### config.mk
export PLATFORM = sky130hd
export DESIGN_NAME = rv_test_host_flat
export DESIGN_NICKNAME = d
export VERILOG_FILES = /design/src/rtl/rv_test_host_if.sv /design/src/rtl/rv_test_host.sv /design/src/flat_wrapper.sv
export SDC_FILE = /design/constraint.sdc
export NUM_CORES = 1
export LEC_CHECK = 0
export BUFFER_PORTS_ARGS = -buffer_cell sky130_fd_sc_hd__buf_2
export CAP_MARGIN = 20
export CORE_MARGIN = 2
export CORE_UTILIZATION = 45
export DETAILED_ROUTE_END_ITERATION = 6
export PLACE_DENSITY = 0.77
export SLEW_MARGIN = 25
export SYNTH_ARGS = -nofsm -noshare
export SYNTH_HDL_FRONTEND = slang
export SYNTH_SLANG_ARGS = --single-unit
export TNS_END_PERCENT = 1
### constraint.sdc
create_clock -name clk_i -period 2.6 [get_ports clk_i]
set_input_delay 0.26 -clock clk_i [delete_from_list [all_inputs] [get_ports clk_i]]
set_output_delay 0.26 -clock clk_i [all_outputs]
set_load 0.02 [all_outputs]
### src/rtl/rv_test_host_if.sv
// rtl/rv_test_host_if.sv - core data-bus access and console byte stream bundle
interface rv_test_host_if;
  logic        req;
  logic        we;
  logic [31:0] addr;
  logic [31:0] wdata;
  logic        ready;
  logic [31:0] rdata;
  logic        rvalid;
  logic [7:0]  tx_data;
  logic        tx_valid;
  logic        tx_ready;

  modport master (
    output req, we, addr, wdata, tx_ready,
    input  ready, rdata, rvalid, tx_data, tx_valid
  );

  modport slave (
    input  req, we, addr, wdata, tx_ready,
    output ready, rdata, rvalid, tx_data, tx_valid
  );
endinterface

### src/rtl/rv_test_host.sv
// rtl/rv_test_host.sv - test-host peripheral: tohost halt word, console FIFO, cycle watchdog
module rv_test_host #(
  parameter logic [31:0] BASE_ADDR  = 32'h0000_1000,
  parameter int          FIFO_DEPTH = 8,
  parameter int          TIMEOUT    = 5000
) (
  input  logic          clk_i,
  input  logic          rst_ni,
  rv_test_host_if.slave bus,
  output logic          done_o,
  output logic          pass_o,
  output logic [30:0]   fail_code_o
);

  localparam int AW = (FIFO_DEPTH > 1) ? $clog2(FIFO_DEPTH) : 1;
  localparam int CW = AW + 1;
  localparam logic [CW-1:0] DEPTH_C = CW'(FIFO_DEPTH);
  localparam logic [31:0] TIMEOUT_LAST = (TIMEOUT == 0) ? 32'd0 : 32'(TIMEOUT - 1);

  logic [7:0]    mem_q [FIFO_DEPTH];
  logic [AW-1:0] wr_ptr_q, wr_ptr_d, rd_ptr_q, rd_ptr_d;
  logic [CW-1:0] count_q, count_d;
  logic          done_q, done_d, pass_q, pass_d;
  logic [30:0]   fail_q, fail_d;
  logic [31:0]   cyc_q, cyc_d;
  logic [31:0]   rdata_q, rdata_d;
  logic          rvalid_q, rvalid_d;

  logic          hit, empty, full, pop, push, con_wr, tohost_halt, wd_fire;
  logic [1:0]    off;
  logic [4:0]    cnt_field;
  logic [31:0]   rd_mux;

  // Window decode, FIFO flags and the console back-pressure that gates ready
  always_comb begin
    hit         = bus.req && (bus.addr[31:4] == BASE_ADDR[31:4]);
    off         = bus.addr[3:2];
    empty       = (count_q == '0);
    full        = (count_q == DEPTH_C);
    pop         = !empty && bus.tx_ready;
    con_wr      = hit && bus.we && (off == 2'd1);
    bus.ready   = bus.req && !(con_wr && full && !pop);
    push        = con_wr && bus.ready;
    tohost_halt = hit && bus.we && (off == 2'd0) && !done_q && bus.wdata[0];
    wd_fire     = (TIMEOUT != 0) && !done_q && (cyc_q == TIMEOUT_LAST);
  end

  // Read mux; rdata holds its last value between reads, rvalid pulses once per read
  always_comb begin
    cnt_field = 5'(count_q);
    rd_mux    = '0;
    if (hit) begin
      case (off)
        2'd0:    rd_mux = {fail_q, done_q};
        2'd2:    rd_mux = {19'd0, cnt_field, 5'd0, full, pass_q, done_q};
        2'd3:    rd_mux = cyc_q;
        default: rd_mux = '0;
      endcase
    end
    rvalid_d = bus.req && !bus.we;
    rdata_d  = rvalid_d ? rd_mux : rdata_q;
  end

  // Halt status and cycle counter; a core halt outranks a simultaneous watchdog expiry
  always_comb begin
    done_d = done_q;
    pass_d = pass_q;
    fail_d = fail_q;
    cyc_d  = cyc_q;
    if (!done_q && (cyc_q != '1)) cyc_d = cyc_q + 32'd1;
    if (tohost_halt) begin
      done_d = 1'b1;
      if (bus.wdata == 32'd1) begin
        pass_d = 1'b1;
        fail_d = '0;
      end else begin
        pass_d = 1'b0;
        fail_d = bus.wdata[31:1];
      end
    end else if (wd_fire) begin
      done_d = 1'b1;
      pass_d = 1'b0;
      fail_d = '1;
    end
  end

  // FIFO pointers wrap naturally because the depth is a power of two
  always_comb begin
    wr_ptr_d = push ? wr_ptr_q + AW'(1) : wr_ptr_q;
    rd_ptr_d = pop  ? rd_ptr_q + AW'(1) : rd_ptr_q;
    count_d  = count_q + CW'(push) - CW'(pop);
  end

  // Console storage needs no reset: count_q alone says which entries are live
  always_ff @(posedge clk_i) begin
    if (push) mem_q[wr_ptr_q] <= bus.wdata[7:0];
  end

  // State registers, all cleared by the asynchronous reset
  always_ff @(posedge clk_i or negedge rst_ni) begin
    if (!rst_ni) begin
      wr_ptr_q <= '0;
      rd_ptr_q <= '0;
      count_q  <= '0;
      done_q   <= 1'b0;
      pass_q   <= 1'b0;
      fail_q   <= '0;
      cyc_q    <= '0;
      rdata_q  <= '0;
      rvalid_q <= 1'b0;
    end else begin
      wr_ptr_q <= wr_ptr_d;
      rd_ptr_q <= rd_ptr_d;
      count_q  <= count_d;
      done_q   <= done_d;
      pass_q   <= pass_d;
      fail_q   <= fail_d;
      cyc_q    <= cyc_d;
      rdata_q  <= rdata_d;
      rvalid_q <= rvalid_d;
    end
  end

  assign bus.rdata    = rdata_q;
  assign bus.rvalid   = rvalid_q;
  assign bus.tx_data  = mem_q[rd_ptr_q];
  assign bus.tx_valid = !empty;
  assign done_o       = done_q;
  assign pass_o       = pass_q;
  assign fail_code_o  = fail_q;

endmodule

### src/flat_wrapper.sv
// flat-port wrapper written by rule: the top's interface ports become plain ports
module rv_test_host_flat 
#(
  parameter logic [31:0] BASE_ADDR  = 32'h0000_1000,
  parameter int          FIFO_DEPTH = 8,
  parameter int          TIMEOUT    = 5000
)
  (clk_i, rst_ni, done_o, pass_o, fail_code_o, bus_req, bus_we, bus_addr, bus_wdata, bus_tx_ready, bus_ready, bus_rdata, bus_rvalid, bus_tx_data, bus_tx_valid);
  rv_test_host_if bus_i ();
  input  logic clk_i;
  input  logic rst_ni;
  output logic done_o;
  output logic pass_o;
  output logic [30:0] fail_code_o;
  input wire logic [$bits(bus_i.req)-1:0] bus_req;
  input wire logic [$bits(bus_i.we)-1:0] bus_we;
  input wire logic [$bits(bus_i.addr)-1:0] bus_addr;
  input wire logic [$bits(bus_i.wdata)-1:0] bus_wdata;
  input wire logic [$bits(bus_i.tx_ready)-1:0] bus_tx_ready;
  output wire logic [$bits(bus_i.ready)-1:0] bus_ready;
  output wire logic [$bits(bus_i.rdata)-1:0] bus_rdata;
  output wire logic [$bits(bus_i.rvalid)-1:0] bus_rvalid;
  output wire logic [$bits(bus_i.tx_data)-1:0] bus_tx_data;
  output wire logic [$bits(bus_i.tx_valid)-1:0] bus_tx_valid;
  assign bus_i.req = bus_req;
  assign bus_i.we = bus_we;
  assign bus_i.addr = bus_addr;
  assign bus_i.wdata = bus_wdata;
  assign bus_i.tx_ready = bus_tx_ready;
  assign bus_ready = bus_i.ready;
  assign bus_rdata = bus_i.rdata;
  assign bus_rvalid = bus_i.rvalid;
  assign bus_tx_data = bus_i.tx_data;
  assign bus_tx_valid = bus_i.tx_valid;
  rv_test_host #(.BASE_ADDR(BASE_ADDR), .FIFO_DEPTH(FIFO_DEPTH), .TIMEOUT(TIMEOUT)) u_core (.clk_i(clk_i), .rst_ni(rst_ni), .bus(bus_i), .done_o(done_o), .pass_o(pass_o), .fail_code_o(fail_code_o));
endmodule
==> flow_metrics.tcl, run 1 <==
set metrics [dict create \
    ys_seq_area_share_pct 62.0 \
    synthCells 574 \
    min_path_cells 2 \
    wirelength_mm 17.8 \
    wl_met1_mm 7.51 \
    max_freq_mhz 414 \
    switchingPower_w 0.00170 \
    status "complete, no violations" \
    tightest_slew_ps 779 \
    io_pins 145 \
    slew_viol_final 0 \
    syn-cell-area_um2 7450 \
    clock_sinks 172 \
    r2r_slack_ps 330 \
    path_cells "buf_4, mux4_2, mux2_2, buf_2" \
    dp_hpwl_mm 12.7 \
    layout.nets 810 \
    die-area_um2 17600 \
    fin_area_um2 9210 \
    final_antenna_net_count 0 \
    hold_end "u_core.fail_code_o[19]" \
    async_flop_share_pct 62.8 \
    grt_pass1_wl_mm 28.7 \
    antenna_found_initial 0 \
    p_comb_share_pct 16.4 \
    rsz0062_at_grt "no" \
    wl_met3_um 932 \
    power.share.switching_pct 24.8 \
    post_drt_via_cell_ratio 5.55 \
    r2r_start "u_core.cyc_q[3]" \
    power.internal_w 0.00518 \
    h-tree-depth 4 \
    grt_overflow 0 \
    vias 5355 \
    layout-drive-gt1-share_pct 31.3 \
    slowest_stage "mux4_2" \
    fillers 1316 \
    post-route-period-util_pct 92.9 \
    start_kind "register" \
    num_antenna_cells 0 \
    drt_first_iter_violations 497 \
    power.density_nw_per_um2 748 \
    area_growth_pct 23.5 \
    yosys_warnings 0 \
    hold_violations 0 \
    worstSetupPathType "register to primary output" \
    cts.clk_slew.worst_paths_ps 60 \
    start_util_pct 45.4 \
    cp-end-kind "primary output" \
    reg2reg_to "u_core.cyc_q[15]" \
    crit_family "multiplexers" \
    seq_power_share_pct 43.5 \
    hp-start "bus_wdata[20]" \
    hp-class "input pin to register" \
    core_um2 16400 \
    period_minus_slack_ps 2420 \
    die_y_um 133 \
    final_cell_mix "141 x buf_2, 108 x dfrtp_1, 64 x edfxtp_1" \
    synth_fp_nets 653 \
    relSlewSlack_pct 48.1 \
    grt.total_usage_pct 21.0 \
    required_ps 2340 \
    place_area_um2 8540 \
    worstPathArrival_ps 2160 \
    insertion_delay_ps 430 \
    synth_edf_count 64 \
    r2r.worst_path.cells 6 \
    yosys_register_bits 172 \
    vdd_drop_max_uv 444 \
    syn_area_per_cell_um2 13.0 \
    dr.pass1.iters 5 \
    grt_pass1_vias 5362 \
    synth.distinct_cells 45 \
    wl_per_cell_um 18.4 \
    tns_ps 0 \
    cts_buffers 17 \
    maxCapViolations 0 \
    final_common_cell "buf_2" \
    io_buffer_count 142 \
    top_layer "met4" \
    path_max_fanout 16 \
    drc 0 \
    met2_wirelength_mm 9.07 \
    critPathMaxStageDelay_ps 560 \
    grt_start_max_net_pins 50 \
    clkPwrFrac_pct 40.1 \
    synth_ff_type "dfrtp_1" \
    power_leakage_nw 4.08 \
    cts_max_path_buffers 2 \
    place_congestion 0.828 \
    fin_worst_skew_ps 7.27 \
    setup_viol 0 \
    cp_num_buf_inv 2 \
    die_w_um 133 \
    rows 47 \
    cts-root-buf "clkbuf_16" \
    tritoncts "yes" \
]
## cell families after synthesis
group | count (synthesis) | synth area share, %
compound gates | 113 | 10.8
xor+xnor | 37 | 4.35
fa+ha+maj | 10 | 1.78
buf+inv | 47 | 2.42
flops | 172 | 62.0
mux | 27 | 6.50
simple gates | 168 | 12.2
## worst register-to-register path, cell delays in order, from the launching register on
cell	delay, ps
dfrtp_1	480
and4_1	340
nand3_1	210
a2111oi_0	630
buf_4	230
and3_1	170
xor2_1	150
## cell usage after synthesis (6+ instances only)
library cell	instances	area share (%)
dfrtp_1	108	36
edfxtp_1	64	26
nand2_1	57	2.9
o21ai_0	39	2.6
a22oi_1	32	3.2
o22a_1	31	3.6
clkbuf_1	26	1.3
xnor2_1	20	2.4
nor2_1	17	0.86
xor2_1	17	2.0
mux4_2	16	4.8
nand4_1	15	1.3
nor4_1	15	1.3
inv_1	14	0.71
and3_1	11	0.92
mux2_2	11	1.7
nand3_1	10	0.67
ha_1	9	1.5
nor3_1	9	0.60
and4_1	7	0.82
nand2b_1	6	0.50
## power groups by stage
stage               clock (W)  sequential (W)  combinational, W
floorplan                   0         0.00296          0.000870
global placement            0         0.00304           0.00110
detailed placement          0         0.00305           0.00113
CTS                   0.00281         0.00300           0.00114
global route          0.00292         0.00301           0.00123
finish                0.00276         0.00300           0.00113
## worst max path at each step
stage | endpoint | startpoint | cells after the start | slack [ps]
2_1_floorplan | u_core.mem_q[1][0] | bus_addr[3] | 6 | 150
3_3_place_gp | u_core.count_q[2] | bus_addr[8] | 8 | 290
3_5_place_dp | u_core.count_q[2] | bus_addr[15] | 8 | 240
4_1_cts | bus_tx_data[3] | u_core.rd_ptr_q[0] | 4 | 130
5_1_grt | bus_tx_data[6] | u_core.rd_ptr_q[0] | 4 | 60
6_report | bus_tx_data[3] | u_core.rd_ptr_q[0] | 4 | 180
## registers in the layout (all words and copies together), names as in the netlist
register / flops
u_core.bus.rdata: 32
u_core.bus.rvalid: 1
u_core.count_q: 4
u_core.cyc_q: 32
u_core.done_o: 1
u_core.fail_code_o: 31
u_core.mem_q: 64
u_core.pass_o: 1
u_core.rd_ptr_q: 3
u_core.wr_ptr_q: 3
## repair_timing
action,in CTS,in global routing
endpoints found under the hold margin,36,0
resized for setup,0,0
buffers inserted,0,0
hold buffers,1,0
## layout make-up
| class | count | area (um2) | area share [%] |
|---|---|---|---|
| inverter | 14 | 52.6 | 0.571 |
| tap | 220 | 275 | 2.99 |
| timing repair buffer | 171 | 946 | 10.3 |
| clock buffer | 23 | 499 | 5.42 |
| multi-input combinational | 355 | 2650 | 28.8 |
| clock inverter | 9 | 156 | 1.70 |
| sequential | 172 | 4620 | 50.2 |
## metal layers
layer | vias up | global-route usage, %
met5 | - | 0
met4 | 0 | 6.81
met3 | 19 | 4.14
met2 | 167 | 35.6
met1 | 2691 | 27.3
li1 | 2478 | -
## per-stage QoR
step	std cells	hold slack [ps]	utilization [%]	total power (W)	setup WS (ps)
2_1_floorplan	574	-35.6	-	0.00383	146
4_1_cts	964	61.7	56.1	0.00695	125
3_3_place_gp	931	260	52.0	0.00415	287
5_1_grt	964	76.0	56.1	0.00716	62.5
6_report	964	78.8	56.1	0.00689	183
3_5_place_dp	931	254	52.0	0.00418	235
(Power assumes the default switching activity.)
==> inputs of run 2 (changes only) <==
Settings changed: GPL_TIMING_DRIVEN from default to 0.
==> run 2 against run 1 <==
Compared with the run above: worst setup slack got worse by 39 ps; flip-flop and latch count did not move; die area did not move; sequential share of layout area rose by 0.34 points; clock-buffer cell count fell by 2; combinational power rose by 12%; final cell count rose by 0.52%; cell area fell by 0.68%; sequential power fell by 3%; largest cell class unchanged.
==> flow_metrics.tcl, run 2 (synthesis gave the netlist of run 1 again) <==
set metrics [dict create \
    reg2reg_to "u_core.cyc_q[27]" \
    max_freq_mhz 407 \
    tns_ps 0 \
    clock_sinks 172 \
    wirelength_mm 17.9 \
    grt_overflow 0 \
    h-tree-depth 4 \
    layout.nets 815 \
    rows 47 \
    r2r_slack_ps 140 \
    vdd_drop_max_uv 473 \
    maxCapViolations 0 \
    utilization_pct 55.7 \
    wl_per_cell_um 18.5 \
    required_ps 2910 \
    core_um2 16400 \
    critPathCapture "u_core.cyc_q[27]" \
    worstPathArrival_ps 2770 \
    tritoncts "yes" \
    path_max_fanout 7 \
    rsz0062_at_grt "no" \
    power_leakage_nw 3.98 \
    final_antenna_net_count 0 \
    die_w_um 133 \
    insertion_delay_ps 430 \
    hold_violations 0 \
    drt_first_iter_violations 322 \
    r2r_start "u_core.cyc_q[24]" \
    dpl.cell_count 936 \
    critPathLaunch "u_core.cyc_q[24]" \
    worstSetupPathType "register to register" \
    total_power_w 0.00673 \
    cp-end-kind "register" \
    drc 0 \
    grt_pass1_wl_mm 28.8 \
    slew_viol_final 0 \
    relSlewSlack_pct 38.1 \
    layout-drive-gt1-share_pct 28.7 \
    fin_worst_skew_ps 12.5 \
    setup_viol 0 \
    path_cells "clkbuf_2, and4_1, and4_1, clkbuf_1, a2111oi_0, nand4_1, xnor2_1" \
    dr.pass1.iters 5 \
    status "complete, no violations" \
    io_buffer_count 141 \
    r2r.worst_path.cells 7 \
    cts_max_path_buffers 2 \
    busiest_layer "met2" \
    grt_util_met1_pct 27.1 \
    cts.clk_slew.worst_paths_ps 60 \
    num_antenna_cells 0 \
    largest_reg_flops 64 \
    cts_setup_buffers 0 \
    tightest_slew_ps 905 \
    multi_input_area_um2 2700 \
    worst_path_most_repeated_cell "and4_1" \
    start_util_pct 45.4 \
    antenna_found_initial 0 \
    cts-root-buf "clkbuf_16" \
    final_cell_mix "142 x buf_2, 108 x dfrtp_1, 64 x edfxtp_1" \
    hp-class "input pin to register" \
    grtUsageMet2_pct 35.9 \
    critPathMaxStageDelay_ps 820 \
    area_growth_pct 22.7 \
    final_cells 969 \
    post-route-period-util_pct 94.5 \
    fillers 1333 \
    min_path_cells 2 \
    vias 5352 \
    grt_start_max_net_pins 68 \
    die-area_um2 17600 \
    start_kind "register" \
    dp_hpwl_mm 13.4 \
    post_drt_via_cell_ratio 5.52 \
    final_common_cell "buf_2" \
    hp-start "bus_wdata[10]" \
    register_area_um2 4620 \
    grt_pass1_vias 5392 \
    power.density_nw_per_um2 736 \
    cts_buffers 17 \
    place_congestion 0.846 \
    slowest_stage "a2111oi_0" \
    grt.total_usage_pct 21.3 \
    die_y_um 133 \
    period_minus_slack_ps 2460 \
    regMostFlops "u_core.mem_q" \
    io_pins 145 \
    gr-usage-met3_pct 4.37 \
]
## run 2: power breakdown
part | leakage, nW | switching, W | internal (W)
Combinational | 1.64 | 0.000674 | 0.000588
Clock | 0.291 | 0.000993 | 0.00156
Sequential | 2.06 | 0.0000318 | 0.00288
Total | 3.98 | 0.00170 | 0.00503
## run 2: routing by layer
| metal | part of all wire, % | wire length [um] | up-vias |
|---|---|---|---|
| met5 | 0 | 0 | - |
| met4 | 2.4 | 439 | 0 |
| met3 | 5.1 | 914 | 32 |
| met2 | 50 | 9010 | 171 |
| met1 | 42 | 7570 | 2647 |
| li1 | - | - | 2502 |
## run 2: what timing repair did
action,4_1_cts,5_1_grt
hold endpoints to repair,41,0
hold buffers,1,0
resized for setup,11,9
setup endpoints to repair,72,78
## run 2: area by class of cell
class / instances / area share (%)
Multi-Input combinational cell: 355 / 29.5
Sequential cell: 172 / 50.6
Tap cell: 220 / 3.01
Clock inverter: 11 / 1.55
Inverter: 14 / 0.575
Timing Repair Buffer: 143 / 8.20
Clock buffer: 21 / 5.05
Buffer: 33 / 1.53
## run 2: how the worst min path moves through the flow
stage	to	slack [ps]
2_1_floorplan	u_core.bus.rdata[0]	-40
6_report	u_core.fail_code_o[9]	70
4_1_cts	u_core.fail_code_o[29]	60
5_1_grt	u_core.fail_code_o[10]	70
3_5_place_dp	u_core.bus.rdata[25]	200
3_3_place_gp	u_core.bus.rdata[6]	460
## run 2: worst max-delay path, delay by kind of cell, from the launching register on
kind | cells | cell delay, ps
compound gates | 1 | 820
xor+xnor | 1 | 160
buf+inv | 2 | 340
flops | 1 | 360
simple gates | 3 | 650
## run 2: metrics by stage
stage	cell area [um2]	hold WS, ps	worst slack [ps]
after floorplan	7450	-35.6	146
after global placement	8430	460	-507
after detailed placement	8470	202	-757
after CTS	9110	59.0	-179
after global routing	9140	72.8	4.45
final	9140	73.9	144
